--- src/rtl/spi_pkg.sv ---
// Shared definitions for the SPI register bridge.
//   state_t      : bridge FSM state encoding
//   DATA_W       : SPI byte / register data width
//   CMD_RW_BIT   : command-byte bit selecting read (1) or write (0)
//   TX_IDLE_BYTE : byte presented to the SPI device when no read data is ready
//   COUNT_MAX    : saturation value of the per-frame byte counter
package spi_pkg;

  localparam int unsigned DATA_W     = 8;
  localparam int unsigned CMD_RW_BIT = 7;

  localparam logic [DATA_W-1:0] TX_IDLE_BYTE = 8'hFF;
  localparam logic [DATA_W-1:0] COUNT_MAX    = 8'hFF;

  typedef enum logic [2:0] {
    IDLE   = 3'd0,
    CMD    = 3'd1,
    WR     = 3'd2,
    RD_REQ = 3'd3,
    RD_CAP = 3'd4,
    RD     = 3'd5
  } state_t;

endpackage

--- src/rtl/spi_reg_bridge.sv ---
// SPI byte stream to register-bus bridge.
// The first byte of a frame is a command (bit 7: 1=read, 0=write; bits 6:0:
// start address). Write frames stream data bytes into consecutive addresses;
// read frames prefetch the addressed register into tx_data and advance on
// every dummy byte. All outputs are registered.
// Ports:
//   clk, reset_n          : clock, async active-low reset
//   frame_active          : high while SPI chip-select is asserted (clk domain)
//   rx_valid, rx_data     : received byte strobe and data
//   reg_addr/wdata/we/re  : register bus request
//   reg_rdata             : register read data, valid the cycle after reg_re
//   tx_data, tx_ready     : next byte to shift out and its valid flag
//   overrun               : sticky, byte arrived while a read fetch was in flight
//   frame_done            : one-cycle pulse when a frame ends
//   byte_count            : accepted bytes in the current frame (saturating)
module spi_reg_bridge
  import spi_pkg::*;
#(
  parameter int unsigned ADDR_W = 7
) (
  input  logic              clk,
  input  logic              reset_n,
  input  logic              frame_active,
  input  logic              rx_valid,
  input  logic [DATA_W-1:0] rx_data,
  output logic [ADDR_W-1:0] reg_addr,
  output logic [DATA_W-1:0] reg_wdata,
  output logic              reg_we,
  output logic              reg_re,
  input  logic [DATA_W-1:0] reg_rdata,
  output logic [DATA_W-1:0] tx_data,
  output logic              tx_ready,
  output logic              overrun,
  output logic              frame_done,
  output logic [DATA_W-1:0] byte_count
);

  state_t state_q, state_d;

  logic [ADDR_W-1:0] addr_d;
  logic [DATA_W-1:0] wdata_d;
  logic              we_d;
  logic              re_d;
  logic [DATA_W-1:0] tx_data_d;
  logic              tx_ready_d;
  logic              overrun_d;
  logic              done_d;
  logic [DATA_W-1:0] count_d;
  logic              accept;

  // State and output registers
  always_ff @(posedge clk or negedge reset_n) begin
    if (!reset_n) begin
      state_q    <= IDLE;
      reg_addr   <= '0;
      reg_wdata  <= '0;
      reg_we     <= 1'b0;
      reg_re     <= 1'b0;
      tx_data    <= TX_IDLE_BYTE;
      tx_ready   <= 1'b0;
      overrun    <= 1'b0;
      frame_done <= 1'b0;
      byte_count <= '0;
    end else begin
      state_q    <= state_d;
      reg_addr   <= addr_d;
      reg_wdata  <= wdata_d;
      reg_we     <= we_d;
      reg_re     <= re_d;
      tx_data    <= tx_data_d;
      tx_ready   <= tx_ready_d;
      overrun    <= overrun_d;
      frame_done <= done_d;
      byte_count <= count_d;
    end
  end

  // Next-state and next-output logic
  always_comb begin
    state_d    = state_q;
    addr_d     = reg_addr;
    wdata_d    = reg_wdata;
    we_d       = 1'b0;
    re_d       = 1'b0;
    tx_data_d  = tx_data;
    tx_ready_d = 1'b0;
    overrun_d  = overrun;
    done_d     = 1'b0;
    count_d    = byte_count;
    accept     = 1'b0;

    // Post-increment the write address once the strobe has been issued.
    if (reg_we) begin
      addr_d = reg_addr + ADDR_W'(1);
    end

    if (!frame_active) begin
      // Chip-select released: drop any pending access, byte_count holds.
      done_d  = (state_q != IDLE);
      state_d = IDLE;
    end else begin
      unique case (state_q)
        IDLE: begin
          state_d   = CMD;
          overrun_d = 1'b0;
          count_d   = '0;
        end
        CMD: begin
          if (rx_valid) begin
            accept = 1'b1;
            addr_d = rx_data[ADDR_W-1:0];
            if (rx_data[CMD_RW_BIT]) begin
              state_d = RD_REQ;
              re_d    = 1'b1;
            end else begin
              state_d = WR;
            end
          end
        end
        WR: begin
          if (rx_valid) begin
            accept  = 1'b1;
            we_d    = 1'b1;
            wdata_d = rx_data;
          end
        end
        RD_REQ: begin
          state_d = RD_CAP;
          if (rx_valid) overrun_d = 1'b1;
        end
        RD_CAP: begin
          state_d    = RD;
          tx_data_d  = reg_rdata;
          tx_ready_d = 1'b1;
          if (rx_valid) overrun_d = 1'b1;
        end
        RD: begin
          if (rx_valid) begin
            // Dummy byte consumed the current data; fetch the next register.
            accept  = 1'b1;
            addr_d  = reg_addr + ADDR_W'(1);
            re_d    = 1'b1;
            state_d = RD_REQ;
          end else begin
            tx_ready_d = 1'b1;
          end
        end
        default: state_d = IDLE;
      endcase
    end

    // Idle byte whenever no fetched data is on offer.
    if (state_d != RD) begin
      tx_data_d = TX_IDLE_BYTE;
    end

    if (accept && (byte_count != COUNT_MAX)) begin
      count_d = byte_count + DATA_W'(1);
    end
  end

endmodule

--- config.mk ---
export PLATFORM = sky130hd
export DESIGN_NAME = spi_reg_bridge
export DESIGN_NICKNAME = d
export VERILOG_FILES = /design/src/rtl/spi_pkg.sv /design/src/rtl/spi_reg_bridge.sv
export SDC_FILE = /design/constraint.sdc
export NUM_CORES = 1
export LEC_CHECK = 0
export CELL_PAD_IN_SITES_DETAIL_PLACEMENT = 0
export CELL_PAD_IN_SITES_GLOBAL_PLACEMENT = 1
export CORE_ASPECT_RATIO = 1.25
export CORE_UTILIZATION = 36
export CTS_CLUSTER_SIZE = 12
export DETAILED_ROUTE_END_ITERATION = 10
export PLACE_DENSITY = 0.88
export SYNTH_ARGS = -nofsm -noshare
export SYNTH_HDL_FRONTEND = slang
export SYNTH_SLANG_ARGS = --single-unit
--- constraint.sdc ---
create_clock -name clk -period 1.9 [get_ports clk]
set_input_delay 0.38 -clock clk [delete_from_list [all_inputs] [get_ports clk]]
set_output_delay 0.38 -clock clk [all_outputs]
set_load 0.1 [all_outputs]
Word level (Yosys, flattened, before mapping):

Index checks and enable logic that the tools add are counted.

* register bits: 39
* input bits: 20
* output and inout bits: 36
* word-level logic and storage cells: 65

* $add $sub $neg: 2
* equality and inequality tests: 8
* multiplexer cells: 31
* reduce and logical (&&, ||, !) cells: 14

Operators with widths (count)
* 8-bit 2-to-1 mux: 6
* 7-bit 2-to-1 mux: 4
* 3-bit one-hot mux with 6 select lines: 1
* 7-bit one-hot mux with 2 select lines: 1
* 1-bit 2-to-1 mux: 13
* 2-bit nonzero test: 5
* 3-bit 2-to-1 mux: 3
* 8-bit by 1-bit adder with 8-bit output, second input constant: 1
* 8-bit != test, second input constant: 1
* 7-bit by 1-bit adder with 7-bit output, second input constant: 1
* 3-bit by 2-bit == test with 1-bit output, second input constant: 2
* 3-bit == test, second input constant: 2
* 1-bit one-hot mux with 2 select lines: 3
* 3-bit AND reduction: 2
* 2-bit AND reduction: 2
* 3-bit by 1-bit == test with 1-bit output, second input constant: 1
* 3-bit logical NOT: 1
* 3-bit != test, second input constant: 1
* 3-bit nonzero test: 1
* 3-bit OR reduction: 1
* 2-bit by 1-bit != test with 1-bit output, second input constant: 1
* 2-bit OR reduction: 1
* 1-bit logical AND: 1

Depth between registers and ports, before layout:

* depth in word-level cells: 7
* mapped depth: 6
* gate-level depth less buffers: 5

Worst setup path after synthesis:

Ideal clock, no wire load.

* path kind: reg2reg
* start: reg reg_addr[0]
* end: reg reg_addr[6]
* setup time: 0.104 ns
* data arrival time: 2.061 ns
* data required time: 1.796 ns
* setup slack: -0.265 ns
* stages on the path, launching flop included: 6
* path buffers: 0
* period minus slack after synthesis: 2.165 ns
* cells stage by stage: dfrtp_1 > ha_1 > and3_1 > nand3_1 > mux2i_1 > a221oi_1

* longest elaborated chain between the ends: 5
* elaborated cells on any way between the ends: 6
* those cells by class: add/sub (1); mux (5)

Ends and longest elaborated chain
* start, declared: RTL line spi_reg_bridge.sv:26 `output logic [ADDR_W-1:0] reg_addr,`
* start signal, assigned: RTL line spi_reg_bridge.sv:66 `reg_addr <= addr_d;`
* 7-bit by 1-bit adder with 7-bit output *: RTL line spi_reg_bridge.sv:94, spi_reg_bridge.sv:141
* 7-bit 2-to-1 mux: RTL line spi_reg_bridge.sv:93 `if (reg_we) begin`
* 7-bit 2-to-1 mux, on equally long branches: RTL line spi_reg_bridge.sv:138, spi_reg_bridge.sv:109
* 7-bit one-hot mux with 2 select lines: RTL line spi_reg_bridge.sv:102 `unique case (state_q)`
* 7-bit 2-to-1 mux *: RTL line spi_reg_bridge.sv:97 `if (!frame_active) begin`
* net addr_d[6]: RTL line spi_reg_bridge.sv:40 `logic [ADDR_W-1:0] addr_d;`

The timed path passes the listed nets; every way through them passes the cells marked *.
A chain may end at the register's enable or synchronous reset.

Worst setup path after layout:

* start: reg state_q[0]
* end: reg reg_wdata[7]

* longest elaborated chain between the ends: 2

Ends and longest elaborated chain
* start, declared: RTL line spi_reg_bridge.sv:38 `state_t state_q, state_d;`
* start signal, assigned: RTL line spi_reg_bridge.sv:65 `state_q <= state_d;`
* 3-bit by 2-bit == test with 1-bit output: RTL line spi_reg_bridge.sv:102
* 3-bit AND reduction (no line)
* end signal, assigned: RTL line spi_reg_bridge.sv:67 `reg_wdata <= wdata_d;`
* end, declared: RTL line spi_reg_bridge.sv:27 `output logic [DATA_W-1:0] reg_wdata,`

Every way passes these cells.

==> results.yml <==
detailed_routing:
  wl_met1_mm: 1.98
  num_vias: 1680
  firstDrtPassIters: 4
  wl_met3_um: 247
  dr.first_iter.drc_count: 96
  vias_per_cell: 5.25
  drtAntennaViolNets: 0
  met2_length_mm: 2.24
  top_layer_used: "met4"
  drc: 0
  wl_per_cell_um: 14.2
  totalWireLength_mm: 4.53
finish:
  diodes: 0
  syn2layout_area_growth_pct: 49.6
  drive_above_1_share_pct: 34.5
  fin_nets: 279
  nFillCells: 427
power_and_ir_drop:
  leakage_nw: 1.31
  powerDensity_mw_per_mm2: 1190
  ir_drop_v: 0.000605
setup_path:
  required_ps: 2080
  worst-path-max-fanout: 9
  end_kind: "register"
  cp_slowest_cell: "or3b_4"
  cp.arrival_ps: 1880
  path_cells: "or3b_4 > or2_1 > mux2_4"
  cp_top_family: "simple AND/OR/NAND/NOR gates"
  cp_slowest_stage_delay_ps: 440
  cp.buffers_inverters: 0
  critPathKind: "reg -> reg"
  cp-start-kind: "register"
yosys:
  syn_nets: 218
  syn-cell-area_sq_mm: 0.00197
  yosys_warnings: 0
  syn-instance-count: 196
  ys_ff_latch: 39
  synth_flop_cell: "dfrtp_1"
  synth_edf_count: 0
  async_reset_ff_share_pct: 100
  yosysUniqueCellTypes: 49
  avgSynthCellArea_sq_um: 10.1
  ys_seq_area_share_pct: 50.0
die:
  die_y_um: 84.7
  core_area_sq_mm: 0.00519
  die_w_um: 68.2
  dieArea_sq_mm: 0.00578
  io_pins: 56
  rows: 29
  initial_utilization_pct: 38.0
clocking:
  cts-buffers-inserted: 5
  path_clk_slew_ps: 80
  cts.path.max_buffers: 2
  hold_buffers: 0
  post_cts_buffers: 0
  h-tree-depth: 2
  ctsResizeCount: 0
  clkSinkCount: 39
  cts-root-buf: "clkbuf_8"
  insertion_delay_ps: 290
  cts_tree: "built"
placed_design:
  place_congestion: 0.764
  place.port_buffers: 55
  hpwl_mm: 3.39
  place_ws_ps: -58.5
sta:
  final_hold_viol_count: 0
  slew_headroom_pct: 52.2
  fin_crit_ps: 1700
  slew_violations: 0
  setup_viol: 0
  grt_setup_unrepaired: "false"
  clock.fmax_mhz: 587
  skew_ps: 6.42
  setup_slack_ps: 195
  timing.final.crit_share_pct: 89.7
  setup-tns-final_ps: 0
  worstMarginPinSlew_ps: 717
flow_run:
  cap_violations: 0
grt:
  grt_max_degree: 34
  antenna_found_initial: 0
  grtUsageTotal_pct: 16.7
  grt-ovfl-total: 0
  grt_pass1_vias: 1601
  grt_pass1_wl_mm: 7.26
hold_path:
  hold_path.class: "in -> async"
status:
  status: "finished, final reports clean"
==> power breakdown <==
| group | switching [mW] | internal (mW) |
|---|---|---|
| clock network | 0.287 | 0.330 |
| logic | 1.16 | 0.565 |
| registers | 0.191 | 0.965 |
==> synth_stat cells, types with 3 or more instances <==
library cell  instances  area, sq um
and2_1                3         18.8
a31oi_1               4         25.0
nand3_1              15         75.1
xnor2_1               4         35.0
nor3_1                3         15.0
and3_1                4         25.0
a21oi_1               8         40.0
dfrtp_1              31          776
nand2_1              30          113
o22ai_1               3         18.8
o21ai_0               7         35.0
nor2_1               10         37.5
nand4_1               5         31.3
mux2_2                7         78.8
clkbuf_1              7         26.3
dfstp_2               8          210
inv_1                 5         18.8
mux2i_1               5         50.1
==> state kept, by name (all words and copies together), names as in the netlist <==
signal and cells:
byte_count 8, frame_done 1, overrun 1, reg_addr 7
reg_re 1, reg_wdata 8, reg_we 1, state_q 3
tx_data 8, tx_ready 1
==> final cells by class <==
class	count	area (sq um)	share of cell area (%)
Clock buffer	7	96.3	3.27
Multi-Input combinational cell	141	897	30.4
Tap cell	62	77.6	2.63
Clock inverter	1	7.51	0.254
Timing Repair Buffer	65	856	29.0
Sequential cell	39	997	33.8
Inverter	5	18.8	0.636
==> metrics by stage <==
stage	cells	instance area (sq um)	util, %	hold slack [ps]	power (mW)
2_1_floorplan	196	1980	-	84.4	2.31
3_3_place_gp	312	2850	54.9	484	2.88
3_5_place_dp	312	2850	54.9	478	2.90
4_1_cts	320	2950	56.9	155	3.53
5_1_grt	320	2950	56.9	194	3.64
6_report	320	2950	56.9	138	3.50
==> logic make-up after synthesis <==
group	Yosys count	synth area share (%)
XOR/XNOR	5	2.22
multiplexers	13	7.30
flip-flops	39	50.0
AO/OA/AOI/OAI	33	11.2
adder cells (fa/ha/maj)	2	1.27
AND/OR/NAND/NOR	88	23.5
buffers and inverters	16	4.51
==> cell usage in the layout, fill, tap and decap left out, types with 4 or more instances in the layout <==
cell and instances:
a21oi_1 8, a31oi_1 4, and3_1 4, buf_12 26
buf_4 20, clkbuf_8 7, clkdlybuf4s50_1 18, dfrtp_1 22
dfrtp_2 9, dfstp_2 8, inv_1 5, mux2_2 7
mux2i_1 5, nand2_1 30, nand3_1 15, nand4_1 5
nor2_1 10, o21ai_0 7, xnor2_1 4
==> path summary, 6_finish.rpt <==
check	endpoint	start	depth (start not counted)	slack [ps]
worst max-delay path	reg_wdata[7]	state_q[0]	3	200
worst min-delay path	reg_wdata[3]	reset_n	1	140
worst max register to register	reg_wdata[7]	state_q[0]	3	200
worst min register to register	reg_wdata[4]	reg_wdata[4]	1	510
max in group asynchronous	tx_data[2]	reset_n	2	1120
min in group clk	reg_wdata[4]	reg_wdata[4]	1	510
==> layer usage <==
metal / GRT usage (%) / up-vias
met5: 0 / -
met4: 7.39 / 0
met2: 26.8 / 52
met3: 3.94 / 9
met1: 20.6 / 800
li1: - / 819
Power figures use the tool's default switching activity.
